$ cat src/rtl/jk_pkg.sv
// Shared definitions for jk_counter_bank: mode encodings and the per-bit J/K drive function.
package jk_pkg;

  localparam logic [1:0] MODE_JK = 2'b00;
  localparam logic [1:0] MODE_UP = 2'b01;
  localparam logic [1:0] MODE_DN = 2'b10;
  localparam logic [1:0] MODE_LD = 2'b11;

  typedef struct packed {
    logic j;
    logic k;
  } jk_drive_t;

  // Map a mode and the bit's next target onto JK inputs so every mode keeps JK semantics.
  function automatic jk_drive_t jk_bit_drive(input logic [1:0] mode, input logic q,
                                             input logic target, input logic j,
                                             input logic k);
    jk_drive_t r;
    r = '0;
    case (mode)
      MODE_JK: begin
        r.j = j;
        r.k = k;
      end
      MODE_UP, MODE_DN: begin
        r.j = q ^ target;
        r.k = q ^ target;
      end
      default: begin
        r.j = target;
        r.k = ~target;
      end
    endcase
    return r;
  endfunction

endpackage

$ cat src/rtl/jk_cell.sv
// Single edge-triggered JK flip-flop with synchronous active-high reset and enable.
module jk_cell (
  input  logic clk,
  input  logic rst,
  input  logic en,
  input  logic j,
  input  logic k,
  output logic q,
  output logic qbar
);

  always_ff @(posedge clk) begin
    if (rst) begin
      q <= 1'b0;
    end else if (en) begin
      case ({j, k})
        2'b01:   q <= 1'b0;
        2'b10:   q <= 1'b1;
        2'b11:   q <= ~q;
        default: q <= q;
      endcase
    end
  end

  assign qbar = ~q;

endmodule

$ cat src/rtl/jk_counter_bank.sv
// Bank of JK flip-flops usable as raw JK storage, modulo-MOD up/down counter or clamped load register.
// Define JK_CNT_SATURATE_EN to make UP/DOWN saturate at their limits instead of wrapping.
module jk_counter_bank
  import jk_pkg::*;
#(
  parameter int unsigned     WIDTH = 4,
  parameter longint unsigned MOD   = 64'd1 << WIDTH
) (
  input  logic             clk,
  input  logic             rst,
  input  logic             en,
  input  logic [1:0]       mode,
  input  logic [WIDTH-1:0] j,
  input  logic [WIDTH-1:0] k,
  input  logic [WIDTH-1:0] d,
  output logic [WIDTH-1:0] q,
  output logic [WIDTH-1:0] qbar,
  output logic             tc,
  output logic             ovf
);

  localparam logic [WIDTH-1:0] MAX = WIDTH'(MOD - 64'd1);

  logic             up_lim;
  logic             dn_lim;
  logic             limit;
  logic [WIDTH-1:0] up_val;
  logic [WIDTH-1:0] dn_val;
  logic [WIDTH-1:0] ld_val;
  logic [WIDTH-1:0] target;

  // Next value per mode; out-of-range states count as limit hits.
  always_comb begin
    up_lim = (q >= MAX);
    dn_lim = (q == '0) || (q > MAX);
`ifdef JK_CNT_SATURATE_EN
    up_val = up_lim ? MAX : q + 1'b1;
    dn_val = (q == '0) ? '0 : ((q > MAX) ? MAX : q - 1'b1);
`else
    up_val = up_lim ? '0 : q + 1'b1;
    dn_val = dn_lim ? MAX : q - 1'b1;
`endif
    ld_val = (d > MAX) ? MAX : d;
    target = q;
    limit  = 1'b0;
    case (mode)
      MODE_UP: begin
        target = up_val;
        limit  = up_lim;
      end
      MODE_DN: begin
        target = dn_val;
        limit  = dn_lim;
      end
      MODE_LD: target = ld_val;
      default: ;
    endcase
  end

  for (genvar i = 0; i < WIDTH; i++) begin : g_bit
    jk_drive_t drv;
    assign drv = jk_bit_drive(mode, q[i], target[i], j[i], k[i]);
    jk_cell u_cell (
      .clk (clk),
      .rst (rst),
      .en  (en),
      .j   (drv.j),
      .k   (drv.k),
      .q   (q[i]),
      .qbar(qbar[i])
    );
  end

  // tc pulses on each limit edge; ovf is sticky until LOAD or reset.
  always_ff @(posedge clk) begin
    if (rst) begin
      tc  <= 1'b0;
      ovf <= 1'b0;
    end else if (!en) begin
      tc <= 1'b0;
    end else begin
      tc <= limit;
      if (mode == MODE_LD) begin
        ovf <= 1'b0;
      end else if (limit) begin
        ovf <= 1'b1;
      end
    end
  end

endmodule

$ cat config.mk
export PLATFORM = sky130hd
export DESIGN_NAME = jk_counter_bank
export DESIGN_NICKNAME = d
export VERILOG_FILES = /design/src/rtl/jk_pkg.sv /design/src/rtl/jk_cell.sv /design/src/rtl/jk_counter_bank.sv
export SDC_FILE = /design/constraint.sdc
export NUM_CORES = 1
export LEC_CHECK = 0
export ABC_AREA = 1
export BUFFER_PORTS_ARGS = -buffer_cell sky130_fd_sc_hd__buf_4
export CORE_MARGIN = 3
export CORE_UTILIZATION = 35
export CTS_CLUSTER_DIAMETER = 120
export CTS_CLUSTER_SIZE = 28
export DETAILED_ROUTE_END_ITERATION = 10
export GPL_TIMING_DRIVEN = 0
export MAX_ROUTING_LAYER = met4
export PLACE_DENSITY = 0.63
export SYNTH_ARGS = -nofsm -noshare
export SYNTH_HDL_FRONTEND = slang
export SYNTH_SLANG_ARGS = --single-unit
$ cat constraint.sdc
create_clock -name clk -period 1.95 [get_ports clk]
set_clock_uncertainty 0.2 [all_clocks]
set_input_delay 0.39 -clock clk [delete_from_list [all_inputs] [get_ports clk]]
set_output_delay 0.39 -clock clk [all_outputs]
set_load 0.1 [all_outputs]
==> metrics.md, run 1 <==
| Metric | Value |
|---|---|
| Number of flops mapped to enable cells by yosys | `0` |
| CP max-delay cell | `dfxtp_4` |
| Async S/R FF share, synth | `0` |
| # setup viols final | `0` |
| Maximum clock insertion buffer count | `2` |
| CP Cell Sequence | `inv_2, ha_2, inv_1, nand2_1, nand3_1, o21ai_2, nand2_1, a211oi_1, nor3_1` |
| Final hold viol count | `0` |
| Largest net degree at the start of global routing | `10` |
| Total power | `614.8 uW` |
| CP Depth | `9` |
| Area of placed instances | `996.0 sq um` |
| Fmax | `0.5348 GHz` |
| Area grow syn2layout | `33.76%` |
| Antenna violations before repair | `0` |
| Rows | `16` |
| Leakage | `0.0005268 uW` |
| Register area share after synthesis | `0.1551` |
| Reg-to-Reg End | `g_bit[1].u_cell.q` |
| TritonRoute pass-1 iters | `4` |
| Area leader, netlist | `nand2_1` |
| Max-slew violations | `0` |
| Critical Path AT | `1.79 ns` |
| First-pass GRT wire length | `3215 um` |
| I/O Pins | `27` |
| Vias | `858` |
| DIE WIDTH | `53.04 um` |
| RSZ-0062 raised after global routing | `false` |
| Synth cell types | `24` |
| Crit path buf inv count | `2` |
| IO Port Bufs | `25` |
| Remaining DRCs | `0` |
| Max-cap viol count | `0` |
| Drt wl/cell | `11.33 um` |
| CTS Buf Count | `3` |
| Fraction of layout cells with a size suffix above 1 | `0.3203` |
| Critical Path RT | `1.87 ns` |
| Tmin final | `1.870 ns` |
| Worst-Margin Slew | `0.4119 ns` |
| CP top delay family | `compound AO/OA/AOI/OAI gates` |
| Worst R2R Start | `g_bit[0].u_cell.q` |
| CP most frequent cell | `nand2_1` |
| Insertion delay of the later-clocked pin in the worst-skew pair | `0.24 ns` |
| Core footprint | `2022 sq um` |
| Root Driver | `clkbuf_4` |
| Gr ovfl total | `0` |
| Die height | `53.04 um` |
| PwrDens | `593.5 nW/um^2` |
| Layout net count | `180` |
| Hold-fix buffers, CTS | `0` |
| Avg Cell Area, Syn | `6.196 sq um` |
| Synth Net Count | `150` |
| Final hold slack | `0.1342 ns` |
| Crit-path max FO | `7` |
| Critical path class | `register to register` |
| Synth area leaders | `nand2_1 17%, dfxtp_1 16%, ha_1 13%, inv_1 9.2%, buf_4 7.8%` |
| Main flop type after synthesis | `dfxtp_1` |
| Antenna fix cells | `0` |
| Peak VDD IR | `0.4333 mV` |
| Setup TNS | `0 ns` |
| Final core occ | `0.5124` |
| DRT antenna net count | `0` |
| Final Cycle Share | `0.9589` |
| Hold Path Class | `input pin to register` |
| Final GP Congestion | `0.9024` |
| CTS tree | `built` |
| Max incr delay on CP | `0.39 ns` |
| CP endpoint kind | `register` |
| Post-DP HPWL | `1679 um` |
| R2r setup slk | `0.08 ns` |
| Clock sink total | `6` |
| Clock transition at the registers of the reported paths | `0.04 ns` |
| Initial Util | `0.3830` |
| Syn. warnings | `0` |
| Detailed Route WL | `2040 um` |
| Critical path endpoint | `g_bit[1].u_cell.q` |
| DRC marker count from the first detailed-route iteration | `6` |
| Normalized max-slew margin | `0.7244` |
| Mapped cell area | `774.5 sq um` |
| # H-tree levels | `1` |
| R2R cell count | `9` |
| Design area | `1036 sq um` |
| Vias in the first global route | `766` |
| CP Launch Point | `g_bit[0].u_cell.q` |
| Status | `finished clean` |
| Share of the synthesized area in the top cell type | `0.1696` |
| DR vias/cell | `4.767` |
| Flops & latches, synth | `6` |
| Count leader, synth | `nand2_1` |
| Full die area | `2813 sq um` |
| Total track usage | `0.1593` |
| Worst setup SP type | `register` |
| Synth cell count leaders | `35 x nand2_1, 19 x inv_1, 11 x nand3_1` |
| Gate Count Post-Synth | `125` |
| Post-CTS Setup Repair Bufs | `0` |
==> state kept, by name, indices dropped and copies added (netlist names) <==
signal / cells
g_bit.u_cell.q: 4
ovf: 1
tc: 1
==> logic make-up after synthesis <==
| group | share of synthesized area |
|---|---|
| adder cells (fa/ha/maj) | 0.1292 |
| flip-flops | 0.1551 |
| AO/OA/AOI/OAI | 0.2020 |
| buffers and inverters | 0.1890 |
| AND/OR/NAND/NOR | 0.3134 |
| XOR/XNOR | 0.01131 |
==> where the power goes <==
part	total, uW	internal (uW)	switching [uW]	leakage (uW)
clock network	110	69.3	40.7	0.0000138
registers	148	133	15.6	0.0000504
logic	356	117	240	0.000463
total	615	319	296	0.000527
==> cell type report <==
class	instances	area, sq um
multi-input combinational	90	518.0
fill	234	985.9
timing repair buffer	25	187.7
clock buffer	3	22.52
sequential	6	127.6
buffer	10	75.07
inverter	19	71.32
tap	27	33.78
==> layer usage <==
layer / GRT usage / part of all wire / vias to the layer above
met3: 0.04225 / 0.042 / 0
met1: 0.1980 / 0.48 / 384
met5: - / 0 / -
li1: - / - / 453
met2: 0.2686 / 0.48 / 21
met4: 0.01277 / 0 / 0
==> placed cells by master (no fill, tap or decap), types with 2 or more instances in the layout <==
master / n
nand2_1: 35
clkbuf_4: 3
ha_1: 7
nand2_2: 2
dfxtp_1: 4
o21ai_0: 5
o211ai_1: 2
nand3_1: 11
a21oi_2: 2
nor2_1: 6
inv_1: 18
buf_4: 33
a21oi_1: 8
dfxtp_4: 2
==> worst min path at each step <==
stage               depth (start not counted)                end  from
detailed placement                          2                ovf   ovf
global route                                2  g_bit[1].u_cell.q   rst
finish                                      2  g_bit[1].u_cell.q   rst
floorplan                                   1                 tc   rst
global placement                            2                ovf   ovf
CTS                                         2                 tc   rst
==> repair_timing <==
| item | CTS | global route |
|---|---|---|
| pin swaps | 0 | 0 |
| gates resized for setup | 4 | 5 |
| setup endpoints to repair | 3 | 3 |
==> through the flow <==
stage	worst slack (ns)	instances
2_1_floorplan	0.09903	125
3_3_place_gp	-0.2812	177
3_5_place_dp	-0.2595	177
4_1_cts	0.01143	180
5_1_grt	0.004099	180
6_report	0.08015	180
(Power assumes the default switching activity.)
==> inputs of run 2 (changes only) <==
- CORE_UTILIZATION: 35 -> 40
- PLACE_DENSITY: 0.63 -> 0.7
==> run 2 against run 1 <==
Net effect: total power is 2.8% higher; clock power about the same; register-to-register slack better by 0.13 ns; critical path type is now register to output pin.
==> metrics.md, run 2 (synthesis results as in run 1) <==
| Metric | Value |
|---|---|
| Status | `finished clean (unchanged)` |
| Top reg by flops | `g_bit.u_cell.q (unchanged)` |
| Normalized max-slew margin | `0.7532 (was 0.7244)` |
| Pre-CTS WS | `-0.2600 ns (was -0.2595 ns)` |
| Maximum clock insertion buffer count | `2 (unchanged)` |
| Total power | `632.0 uW (was 614.8 uW)` |
| Antenna violations before repair | `0 (unchanged)` |
| Crit-path max FO | `7 (unchanged)` |
| Clock sink total | `6 (unchanged)` |
| Fraction of layout cells with a size suffix above 1 | `0.3548 (was 0.3203)` |
| # H-tree levels | `1 (unchanged)` |
| Max reg flops | `4 (unchanged)` |
| Setup ws final | `0.1053 ns (was 0.08015 ns)` |
| Setup TNS | `0 ns (unchanged)` |
| Gr ovfl total | `0 (unchanged)` |
| Top flop regs | `g_bit.u_cell.q: 4 flops, ovf: 1 flops, tc: 1 flops (unchanged)` |
| Worst setup SP type | `register (unchanged)` |
| DRC marker count from the first detailed-route iteration | `31 (was 6)` |
| Layout net count | `182 (was 180)` |
| Most frequent cells in the layout | `35 x nand2_1, 35 x buf_4, 17 x inv_1 (was 35 x nand2_1, 33 x buf_4, 18 x inv_1)` |
| Full die area | `2500 sq um (was 2813 sq um)` |
| Tmin final | `1.845 ns (was 1.870 ns)` |
| Vias in the first global route | `800 (was 766)` |
| Area of placed instances | `993.5 sq um (was 996.0 sq um)` |
| I/O Pins | `27 (unchanged)` |
| Reg-to-Reg End | `g_bit[0].u_cell.q (was g_bit[1].u_cell.q)` |
| Worst-Margin Slew | `0.3689 ns (was 0.4119 ns)` |
| Hold Path Origin | `rst (unchanged)` |
| First-pass GRT wire length | `3346 um (was 3215 um)` |
| Initial Util | `0.4344 (was 0.3830)` |
| Worst R2R Start | `g_bit[0].u_cell.q (unchanged)` |
| Critical Path AT | `1.25 ns (was 1.79 ns)` |
| Critical path class | `register to output pin (was register to register)` |
| R2R cell count | `14 (was 9)` |
| Max-slew violations | `0 (unchanged)` |
| TritonRoute pass-1 iters | `4 (unchanged)` |
| Hold-fix buffers, CTS | `0 (unchanged)` |
| R2r setup slk | `0.21 ns (was 0.08 ns)` |
| Rows | `15 (was 16)` |
| Area grow syn2layout | `38.29% (was 33.76%)` |
| Final hold viol count | `0 (unchanged)` |
| Fillcell total | `179 (was 234)` |
| WL met3 | `88 um (was 86 um)` |
| Detailed Route WL | `1991 um (was 2040 um)` |
| Core footprint | `1783 sq um (was 2022 sq um)` |
| Worst Hold Path Cells | `2 (unchanged)` |
| Critical Path RT | `1.36 ns (was 1.87 ns)` |
| PwrDens | `590.0 nW/um^2 (was 593.5 nW/um^2)` |
| Largest net degree at the start of global routing | `10 (unchanged)` |
| Clock transition at the registers of the reported paths | `0.04 ns (about the same)` |
| Drt wl/cell | `11.06 um (was 11.33 um)` |
| Root Driver | `clkbuf_4 (unchanged)` |
| Post-DP HPWL | `1589 um (was 1679 um)` |
| Peak VDD IR | `0.4692 mV (was 0.4333 mV)` |
| CTS tree | `built (unchanged)` |
| Die height | `50 um (was 53.04 um)` |
| # setup viols final | `0 (unchanged)` |
| CP max-delay cell | `dfxtp_1 (was dfxtp_4)` |
| CP Cell Sequence | `inv_1, buf_4, buf_4 (was inv_2, ha_2, inv_1, nand2_1, nand3_1, o21ai_2, nand2_1, a211oi_1, nor3_1)` |
| Total track usage | `0.1722 (was 0.1593)` |
| Leakage | `0.0005365 uW (was 0.0005268 uW)` |
| Fmax | `0.5421 GHz (was 0.5348 GHz)` |
| Wl on met1 | `917 um (was 982 um)` |
| RSZ-0062 raised after global routing | `false (unchanged)` |
| Insertion delay of the later-clocked pin in the worst-skew pair | `0.24 ns (about the same)` |
| DRT antenna net count | `0 (unchanged)` |
| Antenna fix cells | `0 (unchanged)` |
| Vias | `871 (was 858)` |
| Top sig layer | `met3 (unchanged)` |
| CTS Buf Count | `3 (unchanged)` |
| CP endpoint kind | `output pin (was register)` |
| Max incr delay on CP | `0.46 ns (was 0.39 ns)` |
| Remaining DRCs | `0 (unchanged)` |
| Hold Path Class | `input pin to register (unchanged)` |
| CP most frequent cell | `buf_4 (was nand2_1)` |
| Final GP Congestion | `0.8889 (was 0.9024)` |
| Routed wl met2 | `985 um (was 972 um)` |
| Hold Path End | `tc (was g_bit[1].u_cell.q)` |
| Final Cycle Share | `0.9460 (was 0.9589)` |
| DR vias/cell | `4.839 (was 4.767)` |
| IO Port Bufs | `25 (unchanged)` |
| Max-cap viol count | `0 (unchanged)` |
| DIE WIDTH | `50 um (was 53.04 um)` |
| Design area | `1071 sq um (was 1036 sq um)` |
[run 2: cell count changes in the layout (fill, tap and decap cells not counted)]
cell,before,now
ha_1,7,5
inv_1,18,17
ha_4,0,1
ha_2,1,2
a211oi_2,0,1
a211oi_1,1,0
buf_4,33,35
inv_4,0,1
[run 2: area by class of cell]
class | count | area (sq um) | area share
plain buffers | 10 | 75.07 | 0.07009
flip-flops and latches | 6 | 127.6 | 0.1192
clock buffers | 3 | 22.52 | 0.02103
well taps | 25 | 31.28 | 0.02921
repair buffers | 27 | 202.7 | 0.1893
inverters | 19 | 73.82 | 0.06893
multi-input cells | 90 | 538.0 | 0.5023
[run 2: routing by layer]
metal | vias up | GRT usage
met4 | 0 | 0.02765
met1 | 388 | 0.2058
met2 | 22 | 0.2978
met5 | - | -
met3 | 0 | 0.03625
li1 | 461 | -
[run 2: worst max path at each step]
stage                            startpoint                 to  slack [ns]  depth (start not counted)
after floorplan           g_bit[0].u_cell.q  g_bit[1].u_cell.q         0.1                          8
after global routing      g_bit[1].u_cell.q  g_bit[0].u_cell.q        0.01                         14
after CTS                 g_bit[1].u_cell.q  g_bit[1].u_cell.q        0.02                          9
after global placement    g_bit[0].u_cell.q  g_bit[1].u_cell.q       -0.25                          8
after detailed placement  g_bit[0].u_cell.q  g_bit[1].u_cell.q       -0.26                          9
final                     g_bit[3].u_cell.q            qbar[3]        0.11                          3
[run 2: metrics by stage]
| stage | cells | utilization | hold WS [ns] |
|---|---|---|---|
| 2_1_floorplan | 125 | - | 0.2624 |
| 3_3_place_gp | 175 | 0.5572 | 0.2579 |
| 3_5_place_dp | 175 | 0.5572 | 0.2692 |
| 4_1_cts | 178 | 0.5726 | 0.1218 |
| 5_1_grt | 180 | 0.6007 | 0.1258 |
| 6_report | 180 | 0.6007 | 0.1318 |
[run 2: what timing repair did]
| item | in CTS | in global routing |
|---|---|---|
| setup buffers | 0 | 2 |
| gates cloned | 0 | 0 |
| hold endpoints to repair | 0 | 0 |
| gates resized for setup | 4 | 11 |
| setup endpoints to repair | 3 | 3 |
[run 2: power by group]
group	internal, uW	switching (uW)
logic	127	245
registers	133	15.6
clock network	69.4	41.6
[run 2: critical path, delay by kind of cell (launching register included)]
kind | cells | cell delay (ns)
buf+inv | 3 | 0.55
flops | 1 | 0.46
